==> src/rtl/lcd_ci_if.sv <==
// lcd_ci_if -- custom-instruction bus plus LCD pin group for lcd_ci_ctrl.
//   CI side : clk_en, start, dataA (bit0 = RS), dataB (bits 7:0 = byte),
//             result (status word), done (one-cycle strobe)
//   LCD side: read_write, register_select, enable_op, data_out[7:0]
// slave  = controller view, master = processor / bench view.
interface lcd_ci_if;
  logic        clk_en;
  logic        start;
  logic [31:0] dataA;
  logic [31:0] dataB;
  logic [31:0] result;
  logic        done;
  logic        read_write;
  logic        register_select;
  logic        enable_op;
  logic [7:0]  data_out;

  modport slave (
    input  clk_en, start, dataA, dataB,
    output result, done, read_write, register_select, enable_op, data_out
  );

  modport master (
    output clk_en, start, dataA, dataB,
    input  result, done, read_write, register_select, enable_op, data_out
  );
endinterface

==> src/rtl/lcd_ci_ctrl.sv <==
// lcd_ci_ctrl -- HD44780 write controller behind a custom-instruction port.
// One start writes one byte (command or data) with setup / enable pulse /
// hold timing, optionally as two 4-bit nibbles, then waits the execution
// time of the LCD before strobing done with a status word.
// Ports:
//   clk   : clock, rising edge
//   reset : asynchronous active-low reset
//   bus   : lcd_ci_if.slave (CI handshake + LCD pins)
module lcd_ci_ctrl #(
  parameter int BUS_4BIT   = 0,
  parameter int SETUP_CYC  = 4,
  parameter int EN_CYC     = 25,
  parameter int HOLD_CYC   = 4,
  parameter int SHORT_WAIT = 2500,
  parameter int LONG_WAIT  = 100000,
  parameter int CNT_W      = 32
) (
  input  logic     clk,
  input  logic     reset,
  lcd_ci_if.slave  bus
);
  localparam bit IS4 = (BUS_4BIT != 0);

  typedef enum logic [2:0] {
    S_IDLE, S_SETUP, S_PULSE, S_HOLD, S_WAIT, S_DONE
  } state_t;

  state_t           r_state, w_nxt;
  logic [CNT_W-1:0] r_cnt, w_ld;
  logic             r_rs, r_nib;
  logic [7:0]       r_byte;
  logic [31:0]      r_result;
  logic             w_cnt_z, w_long, w_unused;

  assign w_cnt_z  = (r_cnt == '0);
  // clear (0x01) and home (0x02/0x03) are the slow HD44780 commands
  assign w_long   = !r_rs && (r_byte[7:2] == 6'd0) && (r_byte != 8'd0);
  assign w_unused = ^{bus.dataA[31:1], bus.dataB[31:8]};

  // state register + timing counter; everything freezes while clk_en=0
  always_ff @(posedge clk or negedge reset) begin
    if (!reset) begin
      r_state <= S_IDLE;
      r_cnt   <= '0;
    end else if (bus.clk_en) begin
      r_state <= w_nxt;
      // reload on every state change (incl. HOLD->SETUP for the 2nd nibble)
      if (w_nxt != r_state) r_cnt <= w_ld;
      else if (!w_cnt_z)    r_cnt <= r_cnt - 1'b1;
    end
  end

  // next state
  always_comb begin
    w_nxt = r_state;
    case (r_state)
      S_IDLE:  if (bus.start) w_nxt = S_SETUP;
      S_SETUP: if (w_cnt_z)   w_nxt = S_PULSE;
      S_PULSE: if (w_cnt_z)   w_nxt = S_HOLD;
      S_HOLD:  if (w_cnt_z)   w_nxt = (IS4 && !r_nib) ? S_SETUP : S_WAIT;
      S_WAIT:  if (w_cnt_z)   w_nxt = S_DONE;
      S_DONE:                 w_nxt = S_IDLE;
      default:                w_nxt = S_IDLE;
    endcase
  end

  // counter load = length-1 of the state being entered
  always_comb begin
    case (w_nxt)
      S_SETUP: w_ld = CNT_W'(SETUP_CYC - 1);
      S_PULSE: w_ld = CNT_W'(EN_CYC - 1);
      S_HOLD:  w_ld = CNT_W'(HOLD_CYC - 1);
      S_WAIT:  w_ld = w_long ? CNT_W'(LONG_WAIT - 1) : CNT_W'(SHORT_WAIT - 1);
      default: w_ld = '0;
    endcase
  end

  // latched request, nibble flag and status word
  always_ff @(posedge clk or negedge reset) begin
    if (!reset) begin
      r_rs     <= 1'b0;
      r_byte   <= 8'd0;
      r_nib    <= 1'b0;
      r_result <= 32'd1;
    end else if (bus.clk_en) begin
      if (r_state == S_IDLE && bus.start) begin
        r_rs   <= bus.dataA[0];
        r_byte <= bus.dataB[7:0];
        r_nib  <= 1'b0;
      end
      if (r_state == S_HOLD && w_nxt == S_SETUP) r_nib <= 1'b1;
      // status is captured on entry to DONE so it is valid with the strobe
      if (r_state == S_WAIT && w_nxt == S_DONE)
        r_result <= {29'd0, IS4, w_long, 1'b0};
    end
  end

  // outputs: pure decode of registered state, so they hold with clk_en=0
  always_comb begin
    bus.done            = (r_state == S_DONE);
    bus.enable_op       = (r_state == S_PULSE);
    bus.register_select = r_rs;
    bus.data_out        = IS4 ? {(r_nib ? r_byte[3:0] : r_byte[7:4]), 4'h0} : r_byte;
    bus.read_write      = 1'b0;
    bus.result          = r_result;
  end
endmodule

==> src/flat_wrapper.sv <==
// flat-port wrapper written by rule: the top's interface ports become plain ports
module lcd_ci_ctrl_flat 
#(
  parameter int BUS_4BIT   = 0,
  parameter int SETUP_CYC  = 4,
  parameter int EN_CYC     = 25,
  parameter int HOLD_CYC   = 4,
  parameter int SHORT_WAIT = 2500,
  parameter int LONG_WAIT  = 100000,
  parameter int CNT_W      = 32
)
  (clk, reset, bus_clk_en, bus_start, bus_dataA, bus_dataB, bus_result, bus_done, bus_read_write, bus_register_select, bus_enable_op, bus_data_out);
  lcd_ci_if bus_i ();
  input  logic clk;
  input  logic reset;
  input wire logic [$bits(bus_i.clk_en)-1:0] bus_clk_en;
  input wire logic [$bits(bus_i.start)-1:0] bus_start;
  input wire logic [$bits(bus_i.dataA)-1:0] bus_dataA;
  input wire logic [$bits(bus_i.dataB)-1:0] bus_dataB;
  output wire logic [$bits(bus_i.result)-1:0] bus_result;
  output wire logic [$bits(bus_i.done)-1:0] bus_done;
  output wire logic [$bits(bus_i.read_write)-1:0] bus_read_write;
  output wire logic [$bits(bus_i.register_select)-1:0] bus_register_select;
  output wire logic [$bits(bus_i.enable_op)-1:0] bus_enable_op;
  output wire logic [$bits(bus_i.data_out)-1:0] bus_data_out;
  assign bus_i.clk_en = bus_clk_en;
  assign bus_i.start = bus_start;
  assign bus_i.dataA = bus_dataA;
  assign bus_i.dataB = bus_dataB;
  assign bus_result = bus_i.result;
  assign bus_done = bus_i.done;
  assign bus_read_write = bus_i.read_write;
  assign bus_register_select = bus_i.register_select;
  assign bus_enable_op = bus_i.enable_op;
  assign bus_data_out = bus_i.data_out;
  lcd_ci_ctrl #(.BUS_4BIT(BUS_4BIT), .SETUP_CYC(SETUP_CYC), .EN_CYC(EN_CYC), .HOLD_CYC(HOLD_CYC), .SHORT_WAIT(SHORT_WAIT), .LONG_WAIT(LONG_WAIT), .CNT_W(CNT_W)) u_core (.clk(clk), .reset(reset), .bus(bus_i));
endmodule
==> config.mk <==
export PLATFORM = sky130hd
export DESIGN_NAME = lcd_ci_ctrl_flat
export DESIGN_NICKNAME = d
export VERILOG_FILES = /design/src/rtl/lcd_ci_if.sv /design/src/rtl/lcd_ci_ctrl.sv /design/src/flat_wrapper.sv
export SDC_FILE = /design/constraint.sdc
export NUM_CORES = 1
export LEC_CHECK = 0
export BUFFER_PORTS_ARGS = -buffer_cell sky130_fd_sc_hd__buf_2
export CAP_MARGIN = 5
export CORE_ASPECT_RATIO = 0.6
export CORE_UTILIZATION = 51
export CTS_BUF_LIST = sky130_fd_sc_hd__clkbuf_8
export CTS_CLUSTER_SIZE = 30
export DETAILED_ROUTE_END_ITERATION = 8
export PLACE_DENSITY = 0.82
export SKIP_LAST_GASP = 1
export SLEW_MARGIN = 20
export SYNTH_ARGS = -nofsm -noshare
export SYNTH_HDL_FRONTEND = slang
export SYNTH_SLANG_ARGS = --single-unit
==> constraint.sdc <==
create_clock -name clk -period 3.75 [get_ports clk]
set_input_delay 0.5625 -clock clk [delete_from_list [all_inputs] [get_ports clk]]
set_output_delay 0.5625 -clock clk [all_outputs]
set_load 0.03 [all_outputs]
==> flow_summary.json, run 1 <==
{
  "routed_wire_length_per_instance_um": 17.6,
  "cts-root-to-sink-buffers": 2,
  "gp_congestion": 0.955,
  "max_cap_viol_count": 0,
  "area_of_all_placed_cells_without_fillers_mm2": 0.00320,
  "drtIter0Drc": 321,
  "cts_inserted_buffers": 5,
  "combinational_share_of_power_pct": 21.3,
  "dpl.hpwl_um": 5140,
  "synthesis.instances": 323,
  "slew_at_the_pin_closest_to_its_max_slew_limit_ps": 987,
  "path_clk_slew_ps": 90,
  "critical_path.endpoint_type": "flip-flop",
  "slew_headroom_pct": 33.6,
  "post_route_cells_drive_above_1_share_pct": 17.5,
  "post_syn_area_mm2": 0.00303,
  "core-area_mm2": 0.00565,
  "path_max_fanout": 10,
  "worstSkewPairLatency_ps": 310,
  "drt-pass1-iter-count": 9,
  "worst_ir_drop_vdd_mv": 0.191,
  "final.hold.worst_slack_ps": 235,
  "layout.nets": 407,
  "final-setup-viol-count": 0,
  "grt_pass1_vias": 2334,
  "clock_tree_from_tritoncts": "yes",
  "p_int_mw": 0.953,
  "inst_count_dp": 410,
  "drt_wl_total_um": 7340,
  "synth_ff_type": "dfrtp_1",
  "r2r_cells": 7,
  "finalNonFillerCells": 418,
  "area_delta_synth_final_pct": 5.36,
  "synth-seq-cells": 46,
  "fin_tns_setup_ps": 0,
  "static-leakage-power_nw": 1.40,
  "synth.avg_cell_area_um2": 9.39,
  "finalWorstPathRequiredPeriod_ps": 3020,
  "floorplan.initialDensity_pct": 53.7,
  "powerDensity_mw_per_mm2": 441,
  "cts_resized": 0,
  "count_of_flip_flops_with_a_built_in_enable_after_synthesis": 0,
  "detailed_place.area_mm2": 0.00305,
  "final_max_slew_viol_count": 0,
  "mostFrequentLayoutCells": "45 x dfrtp_1, 31 x conb_1, 27 x a21oi_1",
  "cp-start-kind": "flip-flop",
  "power_frac_clock_pct": 32.6,
  "synthesis.yosys.warnings": 0,
  "cts.sink_count": 46,
  "cts-root-buf": "clkbuf_8",
  "timing.setup.critical_path_class": "flip-flop to flip-flop",
  "cp_slowest_stage_delay_ps": 580,
  "dr_drc_count": 0,
  "chipWidth_um": 102,
  "ant_nets": 0,
  "grt_start_max_net_pins": 47,
  "clock.fmax_mhz": 332,
  "p_seq_share_pct": 46.0,
  "synth_async_sr_flop_share_pct": 100,
  "rsz0062_at_grt": "false",
  "cp_cell_sequence": "inv_1 > ha_1 > or3b_2 > or4_1 > or2_1 > or4_1 > a21oi_1",
  "cell_mode_on_critical_path": "or4_1",
  "run_status": "finished, final reports clean",
  "commonest_non_fill_non_tap_cell_in_the_layout": "dfrtp_1",
  "post_cts_buffers": 0,
  "top_level_ports": 112,
  "net-switching-power_mw": 0.458,
  "synth_seq_area_share_pct": 38.0,
  "antenna_found_initial": 0,
  "floorplan.die_area_mm2": 0.00627,
  "timing.clock.skew_ps": 8.34,
  "die_y_um": 61.7,
  "crit_path_top_delay_cell": "or4_1",
  "viasPerCell": 6.52,
  "synthDistinctLibCells": 56,
  "wire_length_of_the_first_global_routing_pass_um": 11800,
  "cts-htree-levels": 2,
  "most_area_consuming_cells_after_synthesis": "dfrtp_1 37%, buf_4 8.2%, or4_1 5.2%, a21oi_1 4.5%, mux2_2 3.7%",
  "netSwitchingFraction_pct": 32.4,
  "worstPathRequired_ps": 3990,
  "cts_hold_buf": 0,
  "num_rows": 21,
  "hold_class": "input port to asynchronous set/reset pin",
  "min_period_over_period_pct": 80.4,
  "globalRoute.totalOverflow": 0,
  "yosys.area.top_type_share_pct": 37.1,
  "hold_violations": 0,
  "place.port_buffers": 25,
  "synth_top_area_cell": "dfrtp_1",
  "gr-usage-all-layers_pct": 24.9,
  "data_arrival_time_of_the_worst_path_ps": 3250,
  "num_antenna_cells": 0,
  "dr_total_vias": 2725
}
==> critical path: cells and delay by family (launching register included) <==
kind,cells,cell delay (ps)
simple gates,4,2010
flops,1,420
fa+ha+maj,1,220
compound gates,1,170
buf+inv,1,130
==> state kept, by name, indices dropped and copies added, names as in the netlist <==
name,count
u_core.bus.register_select,1
u_core.r_state,3
u_core.bus.result,2
u_core.r_cnt,32
u_core.bus.data_out,8
==> metrics by stage <==
step	setup slack, ps	util, %	power (mW)
finish	734	56.6	1.41
global placement	892	54.0	0.933
global route	596	56.6	1.48
detailed placement	788	54.0	0.946
CTS	762	56.5	1.40
floorplan	1070	-	0.901
==> area by class of cell <==
class / count / area (um2)
fillers: 503 / 2450
multi-input cells: 251 / 1630
flip-flops and latches: 46 / 1150
repair buffers: 28 / 150
well taps: 80 / 100
clock buffers: 6 / 82.6
clock inverters: 2 / 60.1
inverters: 5 / 18.8
==> synthesized netlist by cell type, drive strengths merged (2+ instances only) <==
master,count
dfrtp,45
buf,39
a21oi,28
or4,23
nor4,17
or3,17
nor3,14
clkbuf,12
nor2,12
o31ai,12
mux2,10
o21ai,10
a211o,9
nand2,9
nand3,6
nand4,5
o311ai,5
inv,4
nor2b,4
and4,3
o211ai,3
o41ai,3
or2,3
a32oi,2
ha,2
nand3b,2
nand4b,2
o21a,2
o2bb2ai,2
or4b,2
==> power by group through the flow <==
stage / Sequential, mW / Clock (mW) / Combinational, mW
3_5_place_dp: 0.651 / 0 / 0.295
2_1_floorplan: 0.626 / 0 / 0.275
4_1_cts: 0.642 / 0.464 / 0.297
6_report: 0.649 / 0.460 / 0.301
3_3_place_gp: 0.644 / 0 / 0.289
5_1_grt: 0.655 / 0.487 / 0.338
==> kinds of logic (layout without fill, tap and decap cells) <==
| kind of cell | after synthesis | in the layout | synth area share, % |
|---|---|---|---|
| DFF | 46 | 46 | 38.0 |
| muxes | 11 | 11 | 4.04 |
| buffers and inverters | 56 | 41 | 11.9 |
| xor gates and xnor gates | 1 | 1 | 0.289 |
| other | 1 | 31 | 0.124 |
| and+or+nand+nor | 124 | 124 | 26.6 |
| adders and majority gates | 2 | 2 | 0.825 |
| AOI/OAI and AO/OA | 82 | 82 | 18.3 |
==> worst paths after layout <==
kind,slack [ps],end,startpoint
hold / removal,230,u_core.r_cnt[23],reset
max in group asynchronous,3110,u_core.bus.data_out[5],reset
setup reg to reg,730,u_core.r_cnt[30],u_core.r_cnt[0]
hold reg to reg,490,u_core.bus.result[0],u_core.bus.result[0]
setup / recovery,730,u_core.r_cnt[30],u_core.r_cnt[0]
min in group clk,480,u_core.bus.data_out[5],bus_dataB[5]
==> metal layers <==
metal / part of all wire (%) / wire length (um) / vias to the layer above / track usage (%)
met1: 46 / 3370 / 1304 / 38.7
li1: - / - / 1231 / -
met5: 0 / 0 / - / 0
met4: 1.5 / 108 / 0 / 5.80
met3: 10 / 764 / 25 / 5.70
met2: 42 / 3100 / 165 / 34.5
Note: power is estimated with default switching activity, not from simulation.
==> run 2, diff against run 1 <==
ABC_AREA = 1   (was unset)
CORE_UTILIZATION = 52   (was 51)
clock period = 3 ns   (was 3.75 ns; I/O delays follow)
==> flow_summary.json, run 2 <==
{
  "clock.fmax_mhz": 393,
  "gr-usage-all-layers_pct": 23.5,
  "most_area_consuming_cells_after_synthesis": "dfrtp_1 34%, nand2_1 19%, nor2_1 8.5%, buf_4 7.6%, xor2_1 6.4%",
  "synth_async_sr_flop_share_pct": 100,
  "fin_tns_setup_ps": 0,
  "dr_drc_count": 0,
  "r2r_cells": 14,
  "cts_resized": 0,
  "layout.nets": 572,
  "core-area_mm2": 0.00581,
  "cts.sink_count": 46,
  "crit_cells": 14,
  "post-place-ws_ps": 474,
  "cts-htree-levels": 2,
  "largest-register": "u_core.r_cnt",
  "num_antenna_cells": 0,
  "floorplan.initialDensity_pct": 56.3,
  "hold_violations": 0,
  "synth.most_common_cell": "nand2_1",
  "worst_setup_path_endpoint": "u_core.r_cnt[1]",
  "mostFrequentLayoutCells": "166 x nand2_1, 74 x nor2_1, 45 x dfrtp_1",
  "viasPerCell": 5.01,
  "floorplan.die_area_mm2": 0.00662,
  "die_y_um": 63.4,
  "cp_cell_sequence": "nor2_1 > nand2_1 > nor2_1 > nand2_1 > o21ai_2 > nand3_2 > nand2_2 > nand2_2 > buf_4 > nand2_1 > nand2_1 > nand2_1 > nand2_1 > nand2_1",
  "combinational_family_with_the_most_area_after_synthesis": "simple AND/OR/NAND/NOR gates",
  "synthesis.instances": 479,
  "drt-pass1-iter-count": 5,
  "slew_at_the_pin_closest_to_its_max_slew_limit_ps": 567,
  "synthDistinctLibCells": 29,
  "synthesis.yosys.warnings": 0,
  "ant_nets": 0,
  "count_of_flip_flops_with_a_built_in_enable_after_synthesis": 0,
  "antenna_found_initial": 0,
  "routed_wire_length_per_instance_um": 12.4,
  "cts_hold_buf": 0,
  "worst_ir_drop_vdd_mv": 0.557,
  "fin_util_pct": 59.4,
  "largest_register_ff_count": 32,
  "final.hold.worst_slack_ps": 138,
  "powerDensity_mw_per_mm2": 1190,
  "hold_class": "input port to asynchronous set/reset pin",
  "critical_path.startpoint": "u_core.r_cnt[12]",
  "grt_start_max_net_pins": 47,
  "critical_path.endpoint_type": "flip-flop",
  "post_syn_area_mm2": 0.00327,
  "post_synthesis_compound_gate_area_fraction_pct": 3.79,
  "wire_length_of_the_first_global_routing_pass_um": 12200,
  "regToRegEndpoint": "u_core.r_cnt[1]",
  "yosys.area.top_type_share_pct": 34.4,
  "path_clk_slew_ps": 100,
  "cp_slowest_stage_delay_ps": 430,
  "synth.area.mux_share_pct": 1.38,
  "yosys.area_share.xor_xnor_pct": 8.03,
  "grt_pass1_vias": 2524,
  "chipWidth_um": 104,
  "drt_wl_total_um": 7210,
  "ys_top_cells_by_count": "166 x nand2_1, 74 x nor2_1, 45 x dfrtp_1, 36 x inv_1, 33 x buf_4",
  "crit_path_top_delay_cell": "dfrtp_1",
  "worst_r2r_startpoint": "u_core.r_cnt[12]",
  "num_rows": 21,
  "run_status": "finished, final reports clean",
  "worstSkewPairLatency_ps": 310,
  "rsz0062_at_grt": "false",
  "timing.clock.skew_ps": 12.2,
  "crit_family": "simple AND/OR/NAND/NOR gates",
  "synth.avg_cell_area_um2": 6.83,
  "synth_ff_type": "dfrtp_1",
  "cts-root-buf": "clkbuf_8",
  "post_cts_buffers": 0,
  "finalNonFillerCells": 583,
  "synth_fa_ha_area_share_pct": 0.765,
  "place.port_buffers": 25,
  "static-leakage-power_nw": 1.94,
  "inst_count_dp": 575,
  "dr_total_vias": 2921,
  "path_buf_inv": 1,
  "final_max_slew_viol_count": 0,
  "worstPathRequired_ps": 3250,
  "path_max_fanout": 14,
  "timing.setup.critical_path_class": "flip-flop to flip-flop",
  "slew_headroom_pct": 61.9,
  "finalWorstPathRequiredPeriod_ps": 2550,
  "synth-seq-cells": 46,
  "dpl.hpwl_um": 5610,
  "globalRoute.totalOverflow": 0,
  "cp-start-kind": "flip-flop",
  "gp_congestion": 0.988,
  "top_level_ports": 112,
  "filler_cell_count": 530,
  "post_route_cells_drive_above_1_share_pct": 10.7,
  "synth_simple_gate_area_share_pct": 37.1,
  "drtIter0Drc": 311,
  "final-setup-viol-count": 0,
  "final.setup.worst_slack_ps": 454,
  "min_period_over_period_pct": 84.9,
  "max_cap_viol_count": 0,
  "synth_seq_area_share_pct": 35.2,
  "data_arrival_time_of_the_worst_path_ps": 2800,
  "timing.reg2reg.setup_slack_ps": 450,
  "synth_top_area_cell": "dfrtp_1",
  "clock_tree_from_tritoncts": "yes",
  "commonest_non_fill_non_tap_cell_in_the_layout": "nand2_1",
  "area_delta_synth_final_pct": 5.39,
  "cell_mode_on_critical_path": "nand2_1",
  "cts-root-to-sink-buffers": 2,
  "cts_inserted_buffers": 5
}
## run 2: changes by cell type in the layout (fill, tap and decap cells not counted), sizes merged, moves of 9 or more
cell / before / now
a21oi: 28 / 2
a211o: 9 / 0
o31ai: 12 / 0
nor2: 12 / 77
nor4: 17 / 0
or3: 17 / 0
o21ai: 10 / 19
inv: 4 / 37
nand2: 9 / 169
xor2: 1 / 24
or4: 23 / 0
nand3: 6 / 27
## run 2: cell families (layout without fill, tap and decap cells)
family | Yosys count | after routing
AO/OA/AOI/OAI | 21 | 21
XOR/XNOR | 30 | 30
adder cells (fa/ha/maj) | 2 | 2
buffers and inverters | 80 | 74
flip-flops | 46 | 46
multiplexers | 4 | 4
other | 1 | 31
AND/OR/NAND/NOR | 295 | 295
## run 2: how the worst min path moves through the flow
| stage | startpoint | to | depth (start not counted) |
|---|---|---|---|
| after floorplan | reset | u_core.bus.data_out[0] | 0 |
| after global placement | u_core.bus.result[0] | u_core.bus.result[0] | 2 |
| after detailed placement | u_core.bus.result[0] | u_core.bus.result[0] | 2 |
| after CTS | reset | u_core.r_cnt[1] | 1 |
| after global routing | reset | u_core.bus.data_out[3] | 1 |
| final | reset | u_core.r_cnt[31] | 1 |
## run 2: power breakdown
group          total (mW)  switching (mW)  internal (mW)
logic                2.50            1.66          0.841
clock network       0.470           0.222          0.248
registers            1.14           0.285          0.858
## run 2: area by class of cell
| class | instances | area (um2) | share of cell area, % |
|---|---|---|---|
| flip-flops and latches | 46 | 1150 | 33.4 |
| inverters | 37 | 139 | 4.03 |
| multi-input cells | 383 | 1790 | 51.8 |
| well taps | 80 | 100 | 2.90 |
| clock buffers | 5 | 68.8 | 2.00 |
| repair buffers | 29 | 158 | 4.57 |
| clock inverters | 3 | 45.0 | 1.31 |
## run 2: through the flow
stage               cell area [um2]  power, mW
global route                   3450       4.51
CTS                            3450       4.07
finish                         3450       4.11
detailed placement             3330       3.59
floorplan                      3380       3.08
global placement               3330       3.54
## run 2: worst reg2reg max path, delay by kind of cell, from the launching register on
| kind | cells | cell delay (ps) |
|---|---|---|
| buffers and inverters | 1 | 190 |
| and+or+nand+nor | 12 | 1690 |
| DFF | 1 | 430 |
| AOI/OAI and AO/OA | 1 | 180 |
## run 2: metal layers
metal  wire (um)  part of all wire [%]  track usage [%]
met1        3660                    51             37.6
met2        2730                    38             30.5
met3         755                    10             6.21
met4          63                  0.87             5.36
met5           0                     0                0
